File: config.mk
export PLATFORM = sky130hd
export DESIGN_NAME = display_scan_ctrl
export DESIGN_NICKNAME = d
export VERILOG_FILES = /design/src/rtl/display_scan_ctrl.sv
export SDC_FILE = /design/constraint.sdc
export NUM_CORES = 1
export LEC_CHECK = 0
export BUFFER_PORTS_ARGS = -buffer_cell sky130_fd_sc_hd__buf_2
export CAP_MARGIN = 20
export CORE_MARGIN = 3
export CORE_UTILIZATION = 45
export CTS_CLUSTER_DIAMETER = 150
export CTS_CLUSTER_SIZE = 16
export DETAILED_ROUTE_END_ITERATION = 8
export PLACE_DENSITY = 0.66
export SLEW_MARGIN = 10
export SYNTH_ARGS = -nofsm -noshare
export SYNTH_HDL_FRONTEND = slang
export SYNTH_SLANG_ARGS = --single-unit
File: constraint.sdc
create_clock -name clk_i -period 8.4 [get_ports clk_i]
set_input_delay 0.84 -clock clk_i [delete_from_list [all_inputs] [get_ports clk_i]]
set_output_delay 0.84 -clock clk_i [all_outputs]
set_load 0.01 [all_outputs]
File: src/rtl/display_scan_ctrl.sv
// 4-digit active-low 7-segment scan controller with a round-robin byte-write
// arbiter feeding a 16-bit display buffer and blanking gaps between digits.
module display_scan_ctrl #(
  parameter int unsigned REFRESH_DIV  = 100000,
  parameter int unsigned BLANK_CYCLES = 1000
) (
  input  logic       clk_i,
  input  logic       rst_n_i,
  input  logic       a_valid_i,
  input  logic       a_addr_i,
  input  logic [7:0] a_data_i,
  output logic       a_ready_o,
  input  logic       b_valid_i,
  input  logic       b_addr_i,
  input  logic [7:0] b_data_i,
  output logic       b_ready_o,
  input  logic [3:0] en_mask_i,
  output logic [3:0] an_o,
  output logic [6:0] seg_o,
  output logic [3:0] digit_o,
  output logic       frame_o
);

  localparam int unsigned CNT_MAX = (REFRESH_DIV > BLANK_CYCLES) ? REFRESH_DIV : BLANK_CYCLES;
  localparam int unsigned CW      = (CNT_MAX > 1) ? $clog2(CNT_MAX) : 1;
  localparam logic [CW-1:0] BLANK_LAST = CW'(BLANK_CYCLES - 1);
  localparam logic [CW-1:0] DRIVE_LAST = CW'(REFRESH_DIV - 1);

  typedef enum logic {ST_BLANK, ST_DRIVE} state_e;
  typedef enum logic {PORT_A, PORT_B} port_e;

  function automatic logic [6:0] hex7(input logic [3:0] n);
    case (n)
      4'h0: hex7 = 7'b1000000;
      4'h1: hex7 = 7'b1111001;
      4'h2: hex7 = 7'b0100100;
      4'h3: hex7 = 7'b0110000;
      4'h4: hex7 = 7'b0011001;
      4'h5: hex7 = 7'b0010010;
      4'h6: hex7 = 7'b0000010;
      4'h7: hex7 = 7'b1111000;
      4'h8: hex7 = 7'b0000000;
      4'h9: hex7 = 7'b0010000;
      4'hA: hex7 = 7'b0001000;
      4'hB: hex7 = 7'b0000011;
      4'hC: hex7 = 7'b1000110;
      4'hD: hex7 = 7'b0100001;
      4'hE: hex7 = 7'b0000110;
      default: hex7 = 7'b0001110;
    endcase
  endfunction

  state_e        state_q, state_d;
  logic [CW-1:0] cnt_q, cnt_d;
  logic [1:0]    idx_q, idx_d;
  logic [3:0]    digit_q, digit_d;
  logic [15:0]   buf_q;
  port_e         rr_q;
  logic [3:0]    an_q;
  logic [6:0]    seg_q;
  logic          frame_q;
  logic          a_grant, b_grant;

  always_comb begin
    a_grant = a_valid_i && (!b_valid_i || rr_q == PORT_A);
    b_grant = b_valid_i && (!a_valid_i || rr_q == PORT_B);
  end

  assign a_ready_o = a_grant;
  assign b_ready_o = b_grant;

  // The digit is latched from the buffer before this edge's write lands.
  always_comb begin
    state_d = state_q;
    cnt_d   = cnt_q + CW'(1);
    idx_d   = idx_q;
    digit_d = digit_q;
    case (state_q)
      ST_BLANK: if (cnt_q == BLANK_LAST) begin
        state_d = ST_DRIVE;
        cnt_d   = '0;
        digit_d = buf_q[{idx_q, 2'b00} +: 4];
      end
      default: if (cnt_q == DRIVE_LAST) begin
        state_d = ST_BLANK;
        cnt_d   = '0;
        idx_d   = idx_q + 2'd1;
      end
    endcase
  end

  // an/seg/frame are computed from next state so they line up with it.
  always_ff @(posedge clk_i) begin
    if (!rst_n_i) begin
      state_q <= ST_BLANK;
      cnt_q   <= '0;
      idx_q   <= '0;
      digit_q <= '0;
      buf_q   <= '0;
      rr_q    <= PORT_A;
      an_q    <= '1;
      seg_q   <= '1;
      frame_q <= 1'b0;
    end else begin
      state_q <= state_d;
      cnt_q   <= cnt_d;
      idx_q   <= idx_d;
      digit_q <= digit_d;
      an_q    <= (state_d == ST_DRIVE) ? ~(4'b0001 << idx_d) : '1;
      seg_q   <= (state_d == ST_DRIVE) ? hex7(digit_d) : '1;
      frame_q <= (state_d == ST_DRIVE) && (idx_d == 2'd3) && (cnt_d == DRIVE_LAST);
      if (a_grant) begin
        buf_q[{a_addr_i, 3'b000} +: 8] <= a_data_i;
        rr_q <= PORT_B;
      end else if (b_grant) begin
        buf_q[{b_addr_i, 3'b000} +: 8] <= b_data_i;
        rr_q <= PORT_A;
      end
    end
  end

  // Mask gates the registered drive so it applies mid-slot.
  assign an_o    = en_mask_i[idx_q] ? an_q  : '1;
  assign seg_o   = en_mask_i[idx_q] ? seg_q : '1;
  assign digit_o = digit_q;
  assign frame_o = frame_q;

endmodule

==> metrics.sh <==
REGTOREGENDPOINT='seg_q[6]$_SDFF_PN1_'
SYNTHFLOPTYPE='dfxtp_1'
POWER-PER-CELL-AREA_mW_PER_MM2=140
DRT-TOTAL-WL_UM=6060
WORST_EP_ARRIVAL_TIME_NS=3.49
WORST_EP_REQUIRED_TIME_NS=8.58
SYNTH_TOP_CELL_AREA_SHARE=0.361
INITIAL_STANDARD_CELL_UTILIZATION_OF_THE_CORE=0.479
MAX-VDD-IR-DROP_uV=74.7
CRITICAL_PATH_LAUNCH_POINT_TYPE='flip-flop'
CTS_MAX_LEVEL=2
DETAIL-ROUTE-ANTENNA-NETS=0
CLOCK_SKEW_NS=0.00657
DETAIL_ROUTE.ITER0.VIOLATIONS=178
POWER_mW=0.450
SYNTH_CELL_TYPES=57
LAYOUT-DRIVE-GT1-SHARE=0.170
INSERTEDDIODECOUNT=0
SYNTH-SEQ-CELLS=53
AGGREGATE_NEGATIVE_SETUP_SLACK_NS=0
CLOCK_TREE_FROM_TRITONCTS='yes'
NUM_ROWS=28
GRT_ANTENNA_BEFORE_REPAIR=0
R2R.WORST_PATH.CELLS=9
CTSRESIZECOUNT=0
DRC_ERRORS=0
CTS.HOLD.BUFFERS_ADDED=0
GRT_PASS1_WL_UM=10500
POSTSYNTHAREAPERCELL_UM2=8.77
TIMING.RR.START='cnt_q[0]$_SDFF_PN0_'
AVGVIACOUNTPERCELL=5.55
GRT_USAGE=0.168
SYNTH_SEQ_AREA_SHARE=0.361
AREA_DELTA_SYNTH_FINAL_PCT=9.54
NNETSFINAL=398
CTS_BUFFERS=5
DP_CELLS=433
DRT_PASS1_ITERATIONS=5
RSZ0062_AT_GRT='no'
DIEAREA_MM2=0.00754
WORSTSETUPENDPOINTTYPE='flip-flop'
DRV_SLEW=0
GP_CONGESTION=0.923
POST-ROUTE-PERIOD-UTIL=0.394
TIMING.MAX_SLEW.REL_SLACK=0.529
SYNTHESIS.AREA_MM2=0.00294
IOS=44
CLOCK-ROOT-BUFFER='clkbuf_8'
TIMING.MAX_CAP.VIOLATIONS=0
CLK_TRANSITION_REPORTED_PATHS_NS=0.09
SETUP_FIX_BUFS_POST_CTS=0
FLOORPLAN.CORE_AREA_MM2=0.00613
REG2REG_SETUP_SLACK_NS=5.09
NETLIST_INSTANCES=335
WORST_SKEW_PAIR.LATE_LATENCY_NS=0.29
YOSYSWARNINGCOUNT=0
SYNTH-ASYNC-RESET-RATIO=0
SYNTHTOPCELLSBYCOUNT='dfxtp_1 (53), nand2_1 (33), nor2_1 (31), a22oi_1 (17), o211a_1 (16)'
SYNTHDOMINANTAREACELLTYPE='dfxtp_1'
CTS.PATH.MAX_BUFFERS=2
HOLD_VIOL=0
CELL_TYPES_WITH_THE_LARGEST_AREA_SHARE_AFTER_SYNTHESIS='dfxtp_1 (36%), o211a_1 (5.4%), a22oi_1 (4.3%)'
OUTCOME='finished clean'
MAX_CLOCK_FREQ_MHz=302
TIMING.SETUP.CRITICAL_PATH_CLASS='reg2reg'
TIMING.FINAL.SETUP_VIOLATIONS=0
LEAKAGE_nW=1.35
TIMING.CRITICAL_PATH.FANOUT_MAX=15
CLKSINKCOUNT=53
AVGROUTEDWIREPERCELL_UM=13.8
SYNTHESIS.NETS=368
GRT_OVERFLOW=0
FIRST_GLOBAL_VIAS=2260
DPL.HPWL_UM=4510
GRT_MAX_DEGREE=27
TIGHTEST_SLEW_NS=0.705
NUM_VIAS=2443
TIMING.HOLD.WORST_ENDPOINT='rr_q$_SDFFE_PN0P_'
HOLD-PATH-CELL-COUNT=2
MIN_PERIOD_NS=3.31
POST_LAYOUT_NONFILLER_INSTANCES=440
POST-SYNTH-TOP-COUNT-CELL='dfxtp_1'
DIEHEIGHT_UM=86.8
PORT_BUFFERS=43
MIN_PATH_TYPE='reg2reg'
DIE_W_UM=86.8
COUNT_OF_FLIP_FLOPS_WITH_A_BUILT_IN_ENABLE_AFTER_SYNTHESIS=0
HP_START='rr_q$_SDFFE_PN0P_'
[power by group]
part	total [mW]	internal, mW	switching [mW]
registers	0.265	0.259	0.00540
logic	0.0438	0.0200	0.0238
clock network	0.141	0.0656	0.0756
[kinds of logic after synthesis]
logic type / share of synthesized area
flip-flops: 0.361
AND/OR/NAND/NOR: 0.266
XOR/XNOR: 0.0477
multiplexers: 0.0587
AO/OA/AOI/OAI: 0.184
buffers and inverters: 0.0519
adder cells (fa/ha/maj): 0.0298
[per-stage QoR]
stage,hold slack (ns),utilization,instance area [um^2],setup WS (ns)
6_report,0.494,0.525,3220,5.09
5_1_grt,0.516,0.525,3220,4.78
4_1_cts,0.499,0.525,3220,5.09
3_5_place_dp,0.478,0.511,3130,5.10
3_3_place_gp,0.463,0.511,3130,5.29
2_1_floorplan,0.448,-,2940,5.59
[worst max-delay path by stage]
stage | from | end | slack [ns] | cells after the start
final | cnt_q[0]$_SDFF_PN0_ | seg_q[6]$_SDFF_PN1_ | 5.09 | 9
after global routing | cnt_q[0]$_SDFF_PN0_ | seg_q[3]$_SDFF_PN1_ | 4.78 | 10
after CTS | cnt_q[0]$_SDFF_PN0_ | seg_q[6]$_SDFF_PN1_ | 5.09 | 9
after detailed placement | cnt_q[0]$_SDFF_PN0_ | seg_q[6]$_SDFF_PN1_ | 5.10 | 9
after global placement | cnt_q[0]$_SDFF_PN0_ | seg_q[3]$_SDFF_PN1_ | 5.29 | 10
after floorplan | cnt_q[0]$_SDFF_PN0_ | seg_q[5]$_SDFF_PN1_ | 5.59 | 10
[registers in the layout, indices dropped and copies added (netlist names)]
| name | count |
|---|---|
| cnt_q | 17 |
| buf_q | 16 |
| seg_q | 7 |
| state_q | 1 |
| idx_q | 2 |
| frame_o | 1 |
| rr_q | 1 |
| an_q | 4 |
| digit_o | 4 |
[placed cells by master, fill, tap and decap left out, types with 2 or more instances in the layout]
master,netlist,routed
o21ai_1,2,2
o211a_1,16,16
nor3_1,8,8
mux2i_1,6,6
nor4_1,3,3
and4_1,3,3
a211oi_1,3,3
a21oi_1,8,8
nand2b_1,14,14
and2_1,4,4
a31oi_1,3,3
ha_1,7,7
and3_1,3,3
nor3b_1,5,5
o21ai_0,8,8
nor2_1,31,31
nand3b_1,2,2
nor2b_1,9,9
clkbuf_8,0,6
a221o_1,2,2
a22oi_1,17,17
buf_2,5,43
or3_1,4,4
mux4_2,5,5
a21boi_0,2,2
xnor2_1,6,6
nand3_1,10,10
a21o_1,3,3
dfxtp_1,53,53
xor2_1,10,10
nand2_1,33,33
o21a_1,2,2
inv_1,8,8
nand4_1,5,5
[area by class of cell]
cell class / count / area (um^2)
inverter: 10 / 37.5
fill: 586 / 2910
multi-input combinational: 252 / 1730
clock buffer: 7 / 86.3
sequential: 53 / 1060
timing repair buffer: 43 / 215
tap: 75 / 93.8
[layer usage]
layer / track usage / routed length [um]
met1: 0.233 / 3010
met2: 0.268 / 2660
met3: 0.0304 / 310
met4: 0.0482 / 74
met5: 0 / 0
[critical path, cell delays in order, from the launching register on]
cell      delay [ns]
dfxtp_1         0.43
ha_1            0.32
nor4bb_1        0.30
nand3_1         0.20
nor2_2          0.50
mux2i_1         0.52
inv_1           0.14
ha_1            0.27
o21a_1          0.20
a221o_1         0.31
Note: power is estimated with default switching activity, not from simulation.
